### src/rtl/exec_mul_seq_pkg.sv
// Shared definitions for the sequential shift-and-add multiplier.
// Optional feature macro: MUL_EARLY_EXIT_EN (see exec_mul_seq.sv).
package exec_mul_seq_pkg;

    // Default operand / product / ALU data width
    localparam int unsigned MUL_WIDTH_DEF = 64;

    // Shared execute-ALU operation code for addition
    localparam logic [3:0] ALU_ADD = 4'b0010;

    // Multiplier sequencing states
    typedef enum logic [1:0] {
        IDLE = 2'd0,
        RUN  = 2'd1,
        DONE = 2'd2
    } state_e;

endpackage : exec_mul_seq_pkg

### src/rtl/exec_mul_seq.sv
// Sequential shift-and-add multiplier that borrows the execute-stage ALU
// for its accumulate step. Produces the low N bits of opA_E*opB_E.
// Optional feature macro: MUL_EARLY_EXIT_EN -- finish as soon as the
// remaining multiplier bits are all zero (and skip RUN entirely for opB_E=0).
module exec_mul_seq
    import exec_mul_seq_pkg::*;
#(
    parameter int unsigned N = MUL_WIDTH_DEF
) (
    input  logic         clk,
    input  logic         reset,
    input  logic         start_E,
    input  logic         flush_E,
    input  logic [N-1:0] opA_E,
    input  logic [N-1:0] opB_E,
    input  logic [N-1:0] aluResult_E,
    output logic [N-1:0] aluA_M,
    output logic [N-1:0] aluB_M,
    output logic [3:0]   aluControl_M,
    output logic         aluSel_M,
    output logic         busy_E,
    output logic         done_E,
    output logic [N-1:0] product_E
);

    localparam int unsigned CNT_W = (N > 1) ? $clog2(N) : 1;

    state_e             state_q,   state_d;
    logic [N-1:0]       mcand_q,   mcand_d;
    logic [N-1:0]       mplier_q,  mplier_d;
    logic [N-1:0]       acc_q,     acc_d;
    logic [N-1:0]       product_q, product_d;
    logic [CNT_W-1:0]   count_q,   count_d;
    logic               last_run;

    // State and datapath registers with synchronous reset
    always_ff @(posedge clk) begin
        if (reset) begin
            state_q   <= IDLE;
            mcand_q   <= '0;
            mplier_q  <= '0;
            acc_q     <= '0;
            product_q <= '0;
            count_q   <= '0;
        end else begin
            state_q   <= state_d;
            mcand_q   <= mcand_d;
            mplier_q  <= mplier_d;
            acc_q     <= acc_d;
            product_q <= product_d;
            count_q   <= count_d;
        end
    end

    // Next-state, datapath update and ALU/handshake outputs
    always_comb begin
        state_d      = state_q;
        mcand_d      = mcand_q;
        mplier_d     = mplier_q;
        acc_d        = acc_q;
        product_d    = product_q;
        count_d      = count_q;
        last_run     = 1'b0;
        busy_E       = 1'b0;
        done_E       = 1'b0;
        aluSel_M     = 1'b0;
        aluA_M       = '0;
        aluB_M       = '0;
        aluControl_M = 4'b0000;

        case (state_q)
            IDLE: begin
                // A squashed instruction never starts an operation
                if (start_E && !flush_E) begin
                    busy_E   = 1'b1;
                    mcand_d  = opA_E;
                    mplier_d = opB_E;
                    acc_d    = '0;
                    count_d  = '0;
`ifdef MUL_EARLY_EXIT_EN
                    if (opB_E == '0) begin
                        state_d   = DONE;
                        product_d = '0;
                    end else begin
                        state_d   = RUN;
                    end
`else
                    state_d  = RUN;
`endif
                end
            end

            RUN: begin
                busy_E       = 1'b1;
                aluSel_M     = 1'b1;
                aluA_M       = acc_q;
                aluB_M       = mcand_q;
                aluControl_M = ALU_ADD;
                if (flush_E) begin
                    // Squash: abandon the operation, keep the old product
                    state_d = IDLE;
                end else begin
                    if (mplier_q[0]) begin
                        acc_d = aluResult_E;
                    end
                    mcand_d  = mcand_q << 1;
                    mplier_d = mplier_q >> 1;
                    count_d  = count_q + CNT_W'(1);
                    last_run = (count_q == CNT_W'(N - 1));
`ifdef MUL_EARLY_EXIT_EN
                    if (mplier_d == '0) begin
                        last_run = 1'b1;
                    end
`endif
                    if (last_run) begin
                        state_d   = DONE;
                        product_d = acc_d;
                    end
                end
            end

            DONE: begin
                // Product already loaded on entry; start/flush ignored here
                done_E  = 1'b1;
                state_d = IDLE;
            end

            default: begin
                state_d = IDLE;
            end
        endcase
    end

    assign product_E = product_q;

    // done_E is a single-cycle pulse
    assert property (@(posedge clk) disable iff (reset) done_E |=> !done_E);

    // The ALU is never claimed in the completion cycle
    assert property (@(posedge clk) disable iff (reset) !(aluSel_M && done_E));

endmodule : exec_mul_seq

### config.mk
export PLATFORM = sky130hd
export DESIGN_NAME = exec_mul_seq
export DESIGN_NICKNAME = d
export VERILOG_FILES = /design/src/rtl/exec_mul_seq_pkg.sv /design/src/rtl/exec_mul_seq.sv
export SDC_FILE = /design/constraint.sdc
export NUM_CORES = 1
export LEC_CHECK = 0
export BUFFER_PORTS_ARGS = -buffer_cell sky130_fd_sc_hd__buf_2
export CAP_MARGIN = 40
export CORE_UTILIZATION = 35
export CTS_CLUSTER_DIAMETER = 30
export CTS_CLUSTER_SIZE = 16
export DETAILED_ROUTE_END_ITERATION = 10
export PLACE_DENSITY_LB_ADDON = 0.25
export SYNTH_ARGS = -nofsm -noshare
export SYNTH_HDL_FRONTEND = slang
export SYNTH_SLANG_ARGS = --single-unit
### constraint.sdc
create_clock -name clk -period 4.1 [get_ports clk]
set_input_delay 0 -clock clk [delete_from_list [all_inputs] [get_ports clk]]
set_output_delay 0 -clock clk [all_outputs]
set_load 0.005 [all_outputs]
# Yosys cells after proc, flatten, opt, wreduce, memory -nomap -nowiden
# Cells that the tools add are included.
dict set report word_totals {
  register_bits 264
  input_bits 196
  wordCells 45
}
dict set report classes {
  add_sub_neg 1
  eq_ne 6
  muxes 24
  bitwise_logic 1
  reduce_logical 7
}
# operator n
set ops {}
lappend ops {{$mux W64} 9}
lappend ops {{$pmux W64 S2} 3}
lappend ops {{$mux W6} 2}
lappend ops {{$pmux W6 S2} 1}
lappend ops {{$mux W2} 4}
lappend ops {{$add A6 B1 Y6 const B} 1}
lappend ops {{$eq A6 B6 Y1 const B} 1}
lappend ops {{$reduce_and A3 Y1} 2}
lappend ops {{$ne A2 B2 Y1 const B} 2}
lappend ops {{$pmux W2 S2} 1}
lappend ops {{$mux W1} 3}
lappend ops {{$ne A3 B3 Y1 const B} 1}
lappend ops {{$eq A2 B1 Y1 const B} 1}
lappend ops {{$eq A2 B2 Y1 const B} 1}
lappend ops {{$logic_not A2 Y1} 1}
lappend ops {{$pmux W1 S2} 1}
lappend ops {{$reduce_and A2 Y1} 1}
lappend ops {{$reduce_bool A2 Y1} 1}
lappend ops {{$logic_and A1 B1 Y1} 1}
lappend ops {{$logic_not A1 Y1} 1}
lappend ops {{$not A1 Y1} 1}

# Logic depth before layout (Yosys ltp)
# Gate-level depths: netlist (run 1).
dict set report depth {
  word_depth 4
  mapped_depth 8
  mapped_depth_nobuf 4
}

# Least setup slack after synthesis (run 1)
# OpenSTA, ideal clock, no wires.
dict set report synth_path {
  kind {flip-flop to flip-flop}
  from {register state_q[1]}
  to {register mplier_q[23]}
  arrival_time_ns 1.549
  required_ns 3.967
  setup_slack_ns 2.418
  path_stages_with_launch 8
  n_path_buf 4
  path_cell_list {dfxtp_1 buf_2 or2_1 buf_2 nor2_2 buf_2 buf_2 a311oi_1}
}
dict set report synth_between {
  elab_chain_cells 3
  elab_cells_between_ends 7
  cone_classes {eq/ne: 3; mux: 1; reduce/logical: 3}
}
# element line_no
set synth_lines {}
lappend synth_lines {{from (decl)} exec_mul_seq.sv:28} ;# state_e state_q, state_d;
lappend synth_lines {{from (signal assigned)} exec_mul_seq.sv:46} ;# state_q <= state_d;
lappend synth_lines {{$eq A2 B1 Y1 or $logic_not A2 Y1 (tied branches)} exec_mul_seq.sv:71} ;# case (state_q)
lappend synth_lines {{$ne A2 B2 Y1 (no line) or $reduce_bool A2 Y1 (tied branches)} --}
lappend synth_lines {{$reduce_and A3 Y1 (no line)} --}
lappend synth_lines {{to (signal assigned)} exec_mul_seq.sv:48} ;# mplier_q <= mplier_d;
lappend synth_lines {{to (decl)} exec_mul_seq.sv:30} ;# logic [N-1:0] mplier_q, mplier_d;
# Parallel ways exist; a longest one is shown, timed or not.
# A chain may end at the register's enable or synchronous reset.

# Worst setup path in the final report (run 1)
dict set report layout_path {
  from {register state_q[1]}
  to {register mcand_q[50]}
}
dict set report layout_between {
  elab_chain_cells 3
  elab_cells_between_ends 7
  cone_classes {eq/ne: 3; mux: 1; reduce/logical: 3}
}
# element line_no
set layout_lines {}
lappend layout_lines {{$eq A2 B1 Y1 or $logic_not A2 Y1 (tied branches)} exec_mul_seq.sv:71}
lappend layout_lines {{$ne A2 B2 Y1 (no line) or $reduce_bool A2 Y1 (tied branches)} --}
lappend layout_lines {{$reduce_and A3 Y1 (no line)} --}
lappend layout_lines {{to (signal assigned)} exec_mul_seq.sv:47} ;# mcand_q <= mcand_d;
lappend layout_lines {{to (decl)} exec_mul_seq.sv:29} ;# logic [N-1:0] mcand_q, mcand_d;
# Parallel ways exist; a longest one is shown, timed or not.

==> impl_metrics.ini, run 1 <==
[status]
outcome = complete, no violations

[setup_path]
rr_worst_depth = 6
required_ps = 4580
reg2reg_to = mcand_q[50]$_SDFFE_PP0P_
cp-start-kind = flip-flop
cp_max_fo = 64
cp.arrival_ps = 3290
ff2ff_setup_slack_ps = 1290
endpoint_kind = flip-flop
r2r-start = state_q[1]$_SDFFE_PP0P_
critPathKind = flip-flop to flip-flop

[floorplanning]
die_w_um = 190
initial_core_util = 0.356
ios = 395
die_area_um2 = 36000
die_h_um = 190
rows = 68
core_um2 = 34600

[synthesis]
synth-simple-area-share = 0.182
ys_ff_latch = 264
yosys.area_share.xor_xnor = 0
ys.flop_type = dfxtp_1
synth.top_cells.by_count = nand2_1 (449), dfxtp_1 (264), a21oi_1 (198)
syn_area_um2 = 12300
ys_types = 31
ys_top_cells_by_area = dfxtp_1 (43%), nand2_1 (14%), a311oi_1 (9.0%)
synthAdderAreaFrac = 0.00102
synth_top_area_share = 0.429
synth_top_family_by_area = compound AO/OA/AOI/OAI gates
yosysSeqAreaShare = 0.429
syn_area_per_cell_um2 = 7.94
yosys.cell_count.top_type = nand2_1
ys_async_sr_fraction = 0
synth_edf_count = 0
synth.area.mux_share = 0.112
synth_cells = 1552
yosysTopAreaCell = dfxtp_1
yosys_warnings = 0
synth-compound-area-share = 0.199

[clocking]
cts_root_buf = clkbuf_16
htree_levels = 3
clk_pin_slew_ps = 40
numCtsBuffers = 68
cts_sinks = 264
clk_latency_ps = 550
cts_tree = built
cts_buffer_depth = 3
post_cts_buffers = 0

[job]
drv_cap = 0

[drt]
drt_wl_total_mm = 42.1
drt_iter0_markers = 646
antenna_left = 0
num_vias = 13253
routedWlPerCell_um = 16.2
vias_per_cell = 5.11
drc = 0
first_pass_iters = 5

[timing]
tns_ps = 0
hold_ws_ps = 258
finalCritPeriodShare = 0.685
tightest_slew_ps = 816
final_hold_viol_count = 0
fmax_mhz = 356
rsz0062_at_grt = no
worst_slack_ps = 1290
skew_ps = 19.9
slew_headroom = 0.456
setup_violations = 0
finalCriticalPeriod_ps = 2810
maxSlewViolCount = 0

[global_route]
grt_usage = 0.227
globalRoute.totalOverflow = 0
grt_start_max_net_pins = 115
grt_pass1_wl_mm = 66.4
antenna_found_initial = 0
grt_pass1_vias = 12931

[power_and_ir_drop]
leakagePower_nw = 9.07
powerDensity_nw_per_um2 = 479
peakVddDrop_v = 0.000321

[placed_design]
port_buffers = 391
place_ws_ps = 1790
dpl.hpwl_mm = 25.1
gp_congestion = 0.825

[finish]
multi_input_area_um2 = 6140
fill_cells = 3153
fin_nets = 2279
area_growth_pct = 54.1
drive_above_1_share = 0.284
final-seq-area_um2 = 5290

[hold_path]
min_from = opA_E[7]
worstHoldPathCells = 4
hp-class = input pin to flip-flop
hold_path_end = mcand_q[7]$_SDFFE_PP0P_
==> cell type report <==
type,count,area share
multi-input cells,1068,0.323
flip-flops and latches,264,0.278
repair buffers,613,0.227
clock buffers,97,0.108
well taps,455,0.0300
clock inverters,29,0.0195
inverters,67,0.0136
diodes,2,0.000264
==> metal layers <==
layer / share of wire / routed length (um) / track usage
met1: 0.42 / 17700 / 0.273
met2: 0.48 / 20300 / 0.379
met3: 0.065 / 2740 / 0.0557
met4: 0.032 / 1360 / 0.108
met5: 0 / 0 / 0
==> worst max-delay path by stage <==
stage,start,end,slack (ps),depth (start not counted)
6_report,state_q[1]$_SDFFE_PP0P_,mcand_q[50]$_SDFFE_PP0P_,1290,6
5_1_grt,state_q[1]$_SDFFE_PP0P_,mcand_q[50]$_SDFFE_PP0P_,1150,6
4_1_cts,state_q[1]$_SDFFE_PP0P_,mcand_q[50]$_SDFFE_PP0P_,1340,6
3_5_place_dp,state_q[0]$_SDFFE_PP0P_,product_E[43]$_SDFFE_PP0P_,1790,4
3_3_place_gp,state_q[0]$_SDFFE_PP0P_,mplier_q[37]$_SDFFE_PP0P_,1780,4
2_1_floorplan,state_q[1]$_SDFFE_PP0P_,mplier_q[23]$_SDFFE_PP0P_,2420,7
==> registers in the layout, summed over array words and instances (netlist names) <==
register and flops:
mcand_q 64, mplier_q 64, state_q 2, product_E 64
acc_q 64, count_q 6
==> where the power goes <==
| part | internal (W) | total (W) | switching, W |
|---|---|---|---|
| combinational | 0.000391 | 0.000822 | 0.000431 |
| clock | 0.00391 | 0.00553 | 0.00162 |
| sequential | 0.00268 | 0.00274 | 0.0000598 |
| total | 0.00698 | 0.00909 | 0.00211 |
==> logic make-up after synthesis <==
kind of cell | Yosys count
other | 1
flip-flops | 264
AND/OR/NAND/NOR | 539
AO/OA/AOI/OAI | 395
multiplexers | 130
adder cells (fa/ha/maj) | 1
buffers and inverters | 222
==> through the flow <==
step | total power [W] | util | cell area [um^2] | instances
finish | 0.00909 | 0.548 | 19000 | 2595
global route | 0.00941 | 0.548 | 19000 | 2593
CTS | 0.00917 | 0.548 | 19000 | 2593
detailed placement | 0.00345 | 0.421 | 14600 | 2268
global placement | 0.00342 | 0.416 | 14400 | 2261
floorplan | 0.00319 | - | 12300 | 1554
==> critical path, stage by stage, from the launching register on <==
cell	delay (ps)
dfxtp_1	490
nand2b_4	340
buf_4	590
buf_12	310
nand2_1	80
a311oi_1	260
dlygate4sd3_1	580
==> layout by cell type, fill, tap and decap left out, types with 6 or more instances in the layout <==
cell type      instances
inv_1                 65
buf_12                 6
buf_2                390
clkinv_2              12
nand2_1              449
mux2i_1               66
a21oi_1              198
mux2_2                64
dlygate4sd3_1        199
dfxtp_1              263
a311oi_1             126
o21ai_0               69
clkbuf_16             71
clkbuf_8              18
bufinv_16              7
buf_4                 12
clkbuf_1               8
and2_1                65
==> what timing repair did <==
action	4_1_cts	5_1_grt
endpoints found under the setup margin	0	0
hold buffers	199	0
gates resized for setup	0	0
hold endpoints to repair	258	0
Note: power is estimated with default switching activity, not from simulation.
==> run 2, diff against run 1 <==
==> constraint.sdc (replaced) <==
create_clock -name clk -period 2.3 [get_ports clk]
set_input_delay 0 -clock clk [delete_from_list [all_inputs] [get_ports clk]]
set_output_delay 0 -clock clk [all_outputs]
set_load 0.005 [all_outputs]
==> run 2 against run 1 <==
Against the previous run:
- worst setup slack got worse by 1100 ps
- clock skew rose by 4.7 ps
- count of clock-buffer cells in the layout rose by 3
- final cell count rose by 0.12%
- cell area fell by 0.22%
- routed wire length rose by 3.3%
- utilization fell by 0.12 points
- first-iteration DRC count rose by 13%
- sequential power rose by 78%
- power rose by 72%
- clock power rose by 67%
- critical path type is now flip-flop to output port
- largest cell class unchanged
==> impl_metrics.ini, run 2 (same netlist as run 1, synthesis figures left out) <==
[clocking]
clk_latency_ps = 560
htree_levels = 3
cts_root_buf = clkbuf_16
clk_pin_slew_ps = 40
cts_buffer_depth = 3
numCtsBuffers = 68
cts_sinks = 264
cts_tree = built
post_cts_buffers = 0

[timing]
rsz0062_at_grt = no
final_hold_viol_count = 0
setup_violations = 0
tns_ps = 0
finalCriticalPeriod_ps = 2140
skew_ps = 24.6
fmax_mhz = 467
finalCritPeriodShare = 0.930
maxSlewViolCount = 0
slew_headroom = 0.419
tightest_slew_ps = 871

[placed_design]
gp_congestion = 0.806
postPlaceCellArea_um2 = 14600
dpl.hpwl_mm = 25.3
port_buffers = 391
placedCellCount = 2272

[finish]
fill_cells = 3123
drive_above_1_share = 0.278
final-seq-area_um2 = 5290
design_area_um2 = 18900
final_cell_mix = nand2_1 (449), buf_2 (390), dfxtp_1 (261)
multi_input_area_um2 = 6140
layout_commonest_cell = nand2_1
fin_nets = 2290
final_cells = 2598
area_growth_pct = 53.8

[drt]
first_pass_iters = 8
num_vias = 13392
drt_wl_total_mm = 43.5
antenna_left = 0
routedWlPerCell_um = 16.7
drt_iter0_markers = 732
vias_per_cell = 5.15
drc = 0

[floorplanning]
ios = 395
initial_core_util = 0.356
rows = 68
die_w_um = 190
die_area_um2 = 36000
core_um2 = 34600
die_h_um = 190

[global_route]
grt_pass1_vias = 12943
globalRoute.totalOverflow = 0
grt_usage = 0.229
grt_pass1_wl_mm = 67.0
grt_start_max_net_pins = 127
antenna_found_initial = 1

[setup_path]
critPathKind = flip-flop to output port
reg2reg_to = mcand_q[54]$_SDFFE_PP0P_
ff2ff_setup_slack_ps = 180
cp-start-kind = flip-flop
endpoint_kind = output port
r2r-start = state_q[1]$_SDFFE_PP0P_
cp.arrival_ps = 2140
required_ps = 2300
rr_worst_depth = 4
cp_max_fo = 50

[hold_path]
worstHoldPathCells = 4
hp-class = input pin to flip-flop
hold_path_end = mcand_q[2]$_SDFFE_PP0P_
min_from = opA_E[2]

[job]
drv_cap = 0

[power_and_ir_drop]
powerDensity_nw_per_um2 = 826
peakVddDrop_v = 0.000507
leakagePower_nw = 9.04

[status]
outcome = complete, no violations
## run 2: changes by cell type in the layout (fill, tap and decap cells not counted), sizes merged
cell / change
inv: -3
clkinvlp: -2
clkinv: -5
buf: +4
clkbuf: +4
dlygate4sd3: +6
diode: +1
bufinv: -2
## run 2: worst max-delay path by stage
stage,startpoint,endpoint
2_1_floorplan,state_q[1]$_SDFFE_PP0P_,mplier_q[23]$_SDFFE_PP0P_
5_1_grt,state_q[1]$_SDFFE_PP0P_,mplier_q[13]$_SDFFE_PP0P_
6_report,state_q[1]$_SDFFE_PP0P_,aluA_M[0]
3_5_place_dp,state_q[0]$_SDFFE_PP0P_,product_E[24]$_SDFFE_PP0P_
3_3_place_gp,state_q[0]$_SDFFE_PP0P_,product_E[15]$_SDFFE_PP0P_
4_1_cts,state_q[0]$_SDFFE_PP0P_,aluA_M[0]
## run 2: layout make-up
| cell class | instances | share of cell area |
|---|---|---|
| clock buffers | 100 | 0.104 |
| flip-flops and latches | 264 | 0.279 |
| repair buffers | 624 | 0.234 |
| diodes | 3 | 0.000396 |
| clock inverters | 17 | 0.0151 |
| multi-input cells | 1068 | 0.324 |
| well taps | 455 | 0.0300 |
| inverters | 67 | 0.0141 |
## run 2: critical path: stages, from the launching register on
cell and delay, ps:
dfxtp_2 410, nand2b_4 270, clkinv_8 230, buf_12 250, and2_1 230, buf_2 140
## run 2: layer usage
layer | part of all wire | vias up | global-route usage
met4 | 0.037 | 0 | 0.111
met5 | 0 | - | 0
met1 | 0.41 | 6253 | 0.276
met2 | 0.48 | 588 | 0.380
li1 | - | 6421 | -
met3 | 0.074 | 130 | 0.0590
## run 2: where the power goes
| group | switching [W] | internal (W) | leakage, nW |
|---|---|---|---|
| sequential | 0.0000960 | 0.00478 | 2.15 |
| clock | 0.00284 | 0.00642 | 1.10 |
| combinational | 0.000803 | 0.000717 | 5.78 |
## run 2: metrics by stage
step                hold slack (ps)  worst slack, ps  utilization  total power, W
floorplan                       140              618            -         0.00569
global placement                249              397        0.422         0.00614
detailed placement              262              351        0.422         0.00616
CTS                             229             7.93        0.546          0.0158
global route                    260             57.9        0.547          0.0162
finish                          255              160        0.547          0.0157
## run 2: what timing repair did
action / CTS / global route
setup endpoints to repair: 0 / 43
endpoints found under the hold margin: 261 / 0
hold buffers: 205 / 0
gates resized for setup: 0 / 5
==> run 3, diff against run 2 <==
--- a/config.mk
+++ b/config.mk
@@ -7,7 +7,7 @@
 export LEC_CHECK = 0
 export BUFFER_PORTS_ARGS = -buffer_cell sky130_fd_sc_hd__buf_2
 export CAP_MARGIN = 40
-export CORE_UTILIZATION = 35
+export CORE_UTILIZATION = 40
 export CTS_CLUSTER_DIAMETER = 30
 export CTS_CLUSTER_SIZE = 16
 export DETAILED_ROUTE_END_ITERATION = 10
==> run 3 against run 2 <==
Against the previous run:
- maximum frequency shrank 3.4%
- clock power shrank 12%
- combinational power is essentially flat
- worst setup slack lost 75 ps
- die area shrank 12%
- sequential share of layout area grew 0.23 points
- critical path type unchanged
- critical endpoint is now aluB_M[62]
- largest cell class unchanged
==> impl_metrics.ini, run 3 (same netlist as run 1, synthesis figures left out) <==
[setup_path]
endpoint_kind = output port
critPathKind = flip-flop to output port
cp_max_fo = 33
cp-start-kind = flip-flop
cp.arrival_ps = 2220
required_ps = 2300

[power_and_ir_drop]
powerDensity_nw_per_um2 = 773
power.total_w = 0.0145
leakagePower_nw = 9.03
peakVddDrop_v = 0.000504

[global_route]
antenna_found_initial = 0
grt_usage = 0.254
grt_pass1_wl_mm = 64.9
grt_start_max_net_pins = 129
grt_pass1_vias = 12804
globalRoute.totalOverflow = 0

[drt]
vias_per_cell = 5.29
antenna_left = 0
first_pass_iters = 7
drc = 0
top_layer_used = met4
wl_met2_mm = 20.6
num_vias = 13395
drt_wl_total_mm = 42.8
wl_met1_mm = 17.6
wl_met3_mm = 2.70
routedWlPerCell_um = 16.9
drt_iter0_markers = 904

[finish]
fill_cells = 2506
layout_commonest_cell = nand2_1
drive_above_1_share = 0.278
fin_nets = 2295
utilization = 0.627
final_cell_mix = nand2_1 (449), buf_2 (390), dfxtp_1 (262)
area_growth_pct = 52.5

[timing]
setup_violations = 0
hold_ws_ps = 260
fmax_mhz = 451
finalCritPeriodShare = 0.963
skew_ps = 26.7
tns_ps = 0
slew_headroom = 0.519
finalCriticalPeriod_ps = 2220
final_hold_viol_count = 0
tightest_slew_ps = 711
maxSlewViolCount = 0

[hold_path]
hp-class = input pin to flip-flop

[status]
outcome = complete, no violations

[clocking]
cts_tree = built
cts_sinks = 264
numCtsBuffers = 57
clk_latency_ps = 550
cts_root_buf = clkbuf_16
cts_buffer_depth = 3
clk_pin_slew_ps = 50
htree_levels = 2

[floorplanning]
die_area_um2 = 31500
die_h_um = 177
core_um2 = 30000
rows = 63
initial_core_util = 0.411
ios = 395
die_w_um = 177

[job]
drv_cap = 0

[placed_design]
gp_congestion = 0.813
port_buffers = 391
dpl.hpwl_mm = 25.0
[run 3: what timing repair did]
item	in CTS	in global routing
hold buffers	219	0
resized for setup	0	7
endpoints found under the hold margin	260	0
endpoints found under the setup margin	0	56
setup buffers	0	0
[run 3: stage by stage]
stage,cells,cell area [um^2],setup slack [ps]
3_3_place_gp,2208,14600,372
3_5_place_dp,2208,14600,333
6_report,2534,18800,84.5
4_1_cts,2531,18700,7.01
2_1_floorplan,1554,12300,618
5_1_grt,2533,18800,-0.619
[run 3: layer usage]
layer | vias to the layer above | GRT usage
met2 | 604 | 0.427
met1 | 6223 | 0.311
met4 | 0 | 0.129
li1 | 6424 | -
met3 | 144 | 0.0428
met5 | - | 0
[run 3: report_power, final]
part           internal (W)  switching (W)  total (W)  leakage (nW)
clock network       0.00559        0.00252    0.00811         0.971
registers           0.00477      0.0000983    0.00487          2.15
logic              0.000742       0.000812    0.00155          5.91
[run 3: final cells by class]
type,instances,area (um^2),area share
clock inverters,25,277,0.0147
clock buffers,79,1680,0.0894
diodes,1,2.50,0.000133
repair buffers,639,4650,0.247
multi-input cells,1069,6150,0.327
well taps,390,488,0.0260
inverters,67,258,0.0137
flip-flops and latches,264,5290,0.281
[run 3: worst max-delay path: stages, from the launching register on]
cell      delay [ps]
dfxtp_2          490
nand2b_4         160
inv_6            290
buf_4            340
nand2_1          140
inv_1             90
buf_2            130
[run 3: worst paths after layout]
kind	slack (ps)	to	cells past startpoint	startpoint
setup / recovery	80	aluB_M[62]	6	state_q[0]$_SDFFE_PP0P_
hold reg to reg	450	product_E[28]$_SDFFE_PP0P_	2	product_E[28]$_SDFFE_PP0P_
setup reg to reg	110	mplier_q[2]$_SDFFE_PP0P_	5	state_q[1]$_SDFFE_PP0P_
hold / removal	260	mplier_q[38]$_SDFFE_PP0P_	4	opB_E[38]
